[config.mk]
export PLATFORM = sky130hd
export DESIGN_NAME = mm_mac_sequencer_flat
export DESIGN_NICKNAME = d
export VERILOG_FILES = /design/src/rtl/mm_pkg.sv /design/src/rtl/mm_mac_sequencer_if.sv /design/src/rtl/mm_idx_counter.sv /design/src/rtl/mm_mac_sequencer.sv /design/src/flat_wrapper.sv
export SDC_FILE = /design/constraint.sdc
export NUM_CORES = 1
export LEC_CHECK = 0
export CORE_UTILIZATION = 56
export CTS_CLUSTER_SIZE = 40
export DETAILED_ROUTE_END_ITERATION = 10
export GPL_TIMING_DRIVEN = 0
export HOLD_SLACK_MARGIN = 0.05
export PLACE_DENSITY = 0.86
export SYNTH_ARGS = -nofsm -noshare
export SYNTH_HDL_FRONTEND = slang
export SYNTH_SLANG_ARGS = --single-unit
export TNS_END_PERCENT = 100
[constraint.sdc]
create_clock -name clk -period 4.7 [get_ports clk]
set_clock_uncertainty 0.2 [all_clocks]
set_input_delay 0.47 -clock clk [delete_from_list [all_inputs] [get_ports clk]]
set_output_delay 0.47 -clock clk [all_outputs]
set_load 0.02 [all_outputs]
[src/rtl/mm_pkg.sv]
// Shared constants, sequencer state type and {row,col} element packing for the 4x4 matmul.
package mm_pkg;
   localparam int DIM   = 4;
   localparam int IDX_W = 2;

   typedef enum logic [2:0] {
      S_IDLE,
      S_CLR,
      S_MAC,
      S_WB,
      S_DONE
   } mm_seq_state_t;

   // Row-major flattening, used identically by the operand muxes and the C register file.
   function automatic logic [2*IDX_W-1:0] elem_idx(input logic [IDX_W-1:0] row,
                                                   input logic [IDX_W-1:0] col);
      return {row, col};
   endfunction
endpackage

[src/rtl/mm_mac_sequencer_if.sv]
// Control bundle between the matmul sequencer (master) and the start/done host plus datapath (slave).
interface mm_mac_sequencer_if;
   import mm_pkg::*;

   logic                 start;
   logic                 stall;
   logic                 busy;
   logic                 done;
   logic [2*IDX_W-1:0]   sel_a;
   logic [2*IDX_W-1:0]   sel_b;
   logic                 mac_clr;
   logic                 mac_en;
   logic                 wr_en;
   logic [2*IDX_W-1:0]   wr_addr;

   modport master (
      input  start, stall,
      output busy, done, sel_a, sel_b, mac_clr, mac_en, wr_en, wr_addr
   );

   modport slave (
      output start, stall,
      input  busy, done, sel_a, sel_b, mac_clr, mac_en, wr_en, wr_addr
   );
endinterface

[src/rtl/mm_idx_counter.sv]
// Wrapping index counter with clear priority; wrap is a same-cycle carry for chaining.
module mm_idx_counter #(
   parameter int IDX_W = 2
) (
   input  logic             clk,
   input  logic             rst_n,
   input  logic             en,
   input  logic             clr,
   output logic [IDX_W-1:0] cnt,
   output logic             wrap
);
   assign wrap = en & (cnt == {IDX_W{1'b1}});

   always_ff @(posedge clk or negedge rst_n) begin
      if (!rst_n) begin
         cnt <= '0;
      end else if (clr) begin
         cnt <= '0;
      end else if (en) begin
         cnt <= cnt + IDX_W'(1);
      end
   end
endmodule

[src/rtl/mm_mac_sequencer.sv]
// Matmul control FSM: per C element 1 clear, DIM MAC, 1 write cycle; done one cycle after the last write.
// Stall freezes state and counters and masks strobes; the masked strobe repeats once stall drops.
module mm_mac_sequencer
   import mm_pkg::*;
#(
   parameter int DIM   = mm_pkg::DIM,
   parameter int IDX_W = mm_pkg::IDX_W
) (
   input  logic                 clk,
   input  logic                 rst_n,
   mm_mac_sequencer_if.master   bus
);
   mm_seq_state_t      state;
   logic [IDX_W-1:0]   i, j, k;
   logic               k_wrap, j_wrap, i_wrap;
   logic               run_clr, k_en, j_en;
   logic               busy_q, done_q, clr_q, en_q, wr_q;
   logic [2*IDX_W-1:0] sel_a_q, sel_b_q, wr_addr_q;

   assign run_clr = (state == S_IDLE) & bus.start;
   assign k_en    = (state == S_MAC) & ~bus.stall;
   assign j_en    = (state == S_WB) & ~bus.stall;

   // j steps on every write-back and carries into i; i carrying out marks the final element.
   mm_idx_counter #(.IDX_W(IDX_W)) u_k (
      .clk(clk), .rst_n(rst_n), .en(k_en), .clr(run_clr), .cnt(k), .wrap(k_wrap)
   );
   mm_idx_counter #(.IDX_W(IDX_W)) u_j (
      .clk(clk), .rst_n(rst_n), .en(j_en), .clr(run_clr), .cnt(j), .wrap(j_wrap)
   );
   mm_idx_counter #(.IDX_W(IDX_W)) u_i (
      .clk(clk), .rst_n(rst_n), .en(j_wrap), .clr(run_clr), .cnt(i), .wrap(i_wrap)
   );

   always_ff @(posedge clk or negedge rst_n) begin
      if (!rst_n) begin
         state     <= S_IDLE;
         busy_q    <= 1'b0;
         done_q    <= 1'b0;
         clr_q     <= 1'b0;
         en_q      <= 1'b0;
         wr_q      <= 1'b0;
         sel_a_q   <= '0;
         sel_b_q   <= '0;
         wr_addr_q <= '0;
      end else begin
         case (state)
            S_IDLE: begin
               if (bus.start) begin
                  state  <= S_CLR;
                  busy_q <= 1'b1;
                  clr_q  <= 1'b1;
               end
            end
            S_CLR: begin
               if (!bus.stall) begin
                  state   <= S_MAC;
                  clr_q   <= 1'b0;
                  en_q    <= 1'b1;
                  sel_a_q <= elem_idx(i, k);
                  sel_b_q <= elem_idx(k, j);
               end
            end
            S_MAC: begin
               if (!bus.stall) begin
                  if (k_wrap) begin
                     state     <= S_WB;
                     en_q      <= 1'b0;
                     wr_q      <= 1'b1;
                     wr_addr_q <= elem_idx(i, j);
                  end else begin
                     // Selects are registered, so load the operands for the next k now.
                     sel_a_q <= elem_idx(i, k + IDX_W'(1));
                     sel_b_q <= elem_idx(k + IDX_W'(1), j);
                  end
               end
            end
            S_WB: begin
               if (!bus.stall) begin
                  wr_q <= 1'b0;
                  if (i_wrap) begin
                     state  <= S_DONE;
                     done_q <= 1'b1;
                  end else begin
                     state <= S_CLR;
                     clr_q <= 1'b1;
                  end
               end
            end
            S_DONE: begin
               if (!bus.stall) begin
                  state  <= S_IDLE;
                  done_q <= 1'b0;
                  busy_q <= 1'b0;
               end
            end
            default: state <= S_IDLE;
         endcase
      end
   end

   assign bus.busy    = busy_q;
   assign bus.done    = done_q & ~bus.stall;
   assign bus.mac_clr = clr_q & ~bus.stall;
   assign bus.mac_en  = en_q & ~bus.stall;
   assign bus.wr_en   = wr_q & ~bus.stall;
   assign bus.sel_a   = sel_a_q;
   assign bus.sel_b   = sel_b_q;
   assign bus.wr_addr = wr_addr_q;
endmodule

[src/flat_wrapper.sv]
// flat-port wrapper written by rule: the top's interface ports become plain ports
module mm_mac_sequencer_flat import mm_pkg::*;
#(
   parameter int DIM   = mm_pkg::DIM,
   parameter int IDX_W = mm_pkg::IDX_W
)
  (clk, rst_n, bus_start, bus_stall, bus_busy, bus_done, bus_sel_a, bus_sel_b, bus_mac_clr, bus_mac_en, bus_wr_en, bus_wr_addr);
  mm_mac_sequencer_if bus_i ();
  input  logic clk;
  input  logic rst_n;
  input wire logic [$bits(bus_i.start)-1:0] bus_start;
  input wire logic [$bits(bus_i.stall)-1:0] bus_stall;
  output wire logic [$bits(bus_i.busy)-1:0] bus_busy;
  output wire logic [$bits(bus_i.done)-1:0] bus_done;
  output wire logic [$bits(bus_i.sel_a)-1:0] bus_sel_a;
  output wire logic [$bits(bus_i.sel_b)-1:0] bus_sel_b;
  output wire logic [$bits(bus_i.mac_clr)-1:0] bus_mac_clr;
  output wire logic [$bits(bus_i.mac_en)-1:0] bus_mac_en;
  output wire logic [$bits(bus_i.wr_en)-1:0] bus_wr_en;
  output wire logic [$bits(bus_i.wr_addr)-1:0] bus_wr_addr;
  assign bus_i.start = bus_start;
  assign bus_i.stall = bus_stall;
  assign bus_busy = bus_i.busy;
  assign bus_done = bus_i.done;
  assign bus_sel_a = bus_i.sel_a;
  assign bus_sel_b = bus_i.sel_b;
  assign bus_mac_clr = bus_i.mac_clr;
  assign bus_mac_en = bus_i.mac_en;
  assign bus_wr_en = bus_i.wr_en;
  assign bus_wr_addr = bus_i.wr_addr;
  mm_mac_sequencer #(.DIM(DIM), .IDX_W(IDX_W)) u_core (.clk(clk), .rst_n(rst_n), .bus(bus_i));
endmodule
==> run metrics <==
outcome=finished, final reports clean; CTS sink count=24; largest net degree at the start of global routing=25; cells after synthesis=97; H-tree lvl count=1; Seq/Total Area, Yosys=0.477; post-detailed-route wirelength per cell=14.8 um; Ports=21; worst path arrival time=2130 ps; overflow left after global routing=0; CP Buf/Inv Count=3; Netlist cell types=38; Final Setup Violations=0; IO buf count=20; R2R setup slack=2860 ps; commonest non-fill, non-tap cell in the layout=dfrtp_1; final core utilization=0.757; syn_nets=104; worst vdd ir=352 uV; DRT Pass-1 Iters=4; max_cap viols=0; Final Max Slew Viols=0; crit-path cells=clkdlybuf4s50_1, clkbuf_1, nor2b_1, clkdlybuf4s50_1; CP dominant cell by count=clkdlybuf4s50_1; row cnt=16; endpoint type of the worst setup path=output pin; Synth Area per Inst=13.0 um2; Crit Path Class=primary input to output pin; Least-Margin Pin Slew=1090 ps; GRT busiest layer=met2; met3 Track Usage GR=0.0280; normalized max-slew margin=0.273; f_max=357 MHz; die area=0.00244 mm2; prevailing post-synth register cell=dfrtp_1; # resized after CTS=0; Initial Util=0.617; EDFF count, synth=0; Tcrit/Tclk final=0.596; met2 Resource Use GR=0.329; initial antenna violation count=0; Crit Path Max Fanout=10; CP delay by family, top=buffers and inverters; root buffer cell=clkbuf_4; Cell Pwr Density=607 mW/mm2; P_leak=0.732 nW; worst hold path class=flip-flop to flip-flop; Die H=49.4 um; area of the core=0.00204 mm2; final critical-path required period=2800 ps; Setup crit start kind=primary input; ant diodes=0; Syn-to-layout area delta=22.7%; Yosys Warn Count=0; Clock Path Buffers=2; RSZ-0062 raised after global routing=no; hold buffer count at CTS=0; GRT Util Overall=0.205; drt via density=5.49; Iteration-0 DRC Markers=17; clk slew on worst S/H paths=140 ps; met1 Track Usage GR=0.288; CTS tree=done; Detailed Place HPWL=1560 um; CTS Buf Count=3; postcts setup bufs=0; highest-count cells in the layout ignoring fill and taps=dfrtp_1, clkdlybuf4s50_1, mux2_4; clk_lat worst skew=320 ps; Worst EP required=4030 ps; Final Power=0.000938 W; top post-synthesis cells by area=dfrtp_1, mux2_4, ha_1, nor2b_1, mux2i_1; worst hold slack=316 ps; Routed Antenna Nets=0; Synth Cell Area=0.00126 mm2; CP peak stage delay=610 ps; via count=812; routability congestion estimate=0.814; share of layout cells above drive strength 1=0.256; WL final=2190 um; Final Net Count=129; Yosys top cell area share=0.477; DRC=0; die width=49.4 um; flops & latches, synth=24; number of global-route vias before repair=789; final hold viol count=0; Slowest cell on crit path=clkdlybuf4s50_1; largest area contributor in the netlist=dfrtp_1; Post-synth ARST share=1.00; setup_tns=0 ps; first-pass GRT wire length=3780 um
==> worst paths after layout <==
path,startpoint,to,cells past startpoint
worst min register to register,u_core.wr_q$_DFFE_PN0P_,u_core.wr_q$_DFFE_PN0P_,2
worst min-delay path,u_core.wr_q$_DFFE_PN0P_,u_core.wr_q$_DFFE_PN0P_,2
min in group asynchronous,rst_n,u_core.bus.sel_a[1]$_DFFE_PN0P_,1
worst max-delay path,bus_stall,bus_wr_en,4
max in group asynchronous,rst_n,u_core.bus.sel_b[1]$_DFFE_PN0P_,1
worst max register to register,u_core.u_k.cnt[0]$_DFFE_PN0P_,u_core.bus.sel_a[3]$_DFFE_PN0P_,4
==> worst min-delay path: stages (launching register included) <==
cell and delay, ps:
dfrtp_1 360, a21oi_1 40, nor2_1 80
==> routing by layer <==
layer / up-vias / part of all wire
met5: - / 0
met4: 0 / 0.0078
met3: 2 / 0.024
met2: 14 / 0.48
met1: 406 / 0.49
li1: 390 / -
==> through the flow <==
stage	worst slack [ps]	cells	instance area [um2]
after detailed placement	1880	144	1490
after CTS	1890	148	1550
after global routing	1780	148	1550
after floorplan	3010	97	1260
final	1900	148	1550
after global placement	1900	144	1490
==> logic make-up (layout without fill, tap and decap cells) <==
group,after synthesis,after routing,synth area share
AOI/OAI and AO/OA,14,14,0.0894
and+or+nand+nor,28,28,0.170
buffers and inverters,9,33,0.0427
DFF,24,24,0.477
xor gates and xnor gates,4,4,0.0278
adders and majority gates,3,3,0.0298
muxes,15,15,0.164
==> synth_stat cells, types with 3 or more instances <==
cell / count
buf_4: 3
dfrtp_1: 24
mux2_4: 11
xnor2_1: 3
mux2i_1: 3
inv_1: 3
nor2b_1: 5
nor2_1: 8
ha_1: 3
==> power by group <==
part | switching [W] | leakage (nW) | internal [W]
clock network | 0.0000651 | 0.0279 | 0.0000863
logic | 0.000202 | 0.398 | 0.000251
registers | 0.0000598 | 0.306 | 0.000275
==> layout make-up <==
class | instances | area (um2)
plain buffers | 6 | 42.5
clock buffers | 3 | 22.5
clock inverters | 1 | 30.0
fillers | 148 | 495
inverters | 3 | 11.3
multi-input cells | 64 | 606
flip-flops and latches | 24 | 601
well taps | 27 | 33.8
repair buffers | 20 | 200
==> registers in the layout, summed over array words and instances, names as in the netlist <==
signal,flops
u_core.bus.busy,1
u_core.bus.sel_a,4
u_core.bus.sel_b,2
u_core.bus.wr_addr,4
u_core.clr_q,1
u_core.done_q,1
u_core.en_q,1
u_core.state,3
u_core.u_i.cnt,2
u_core.u_j.cnt,2
u_core.u_k.cnt,2
u_core.wr_q,1
Note: power is estimated with default switching activity, not from simulation.
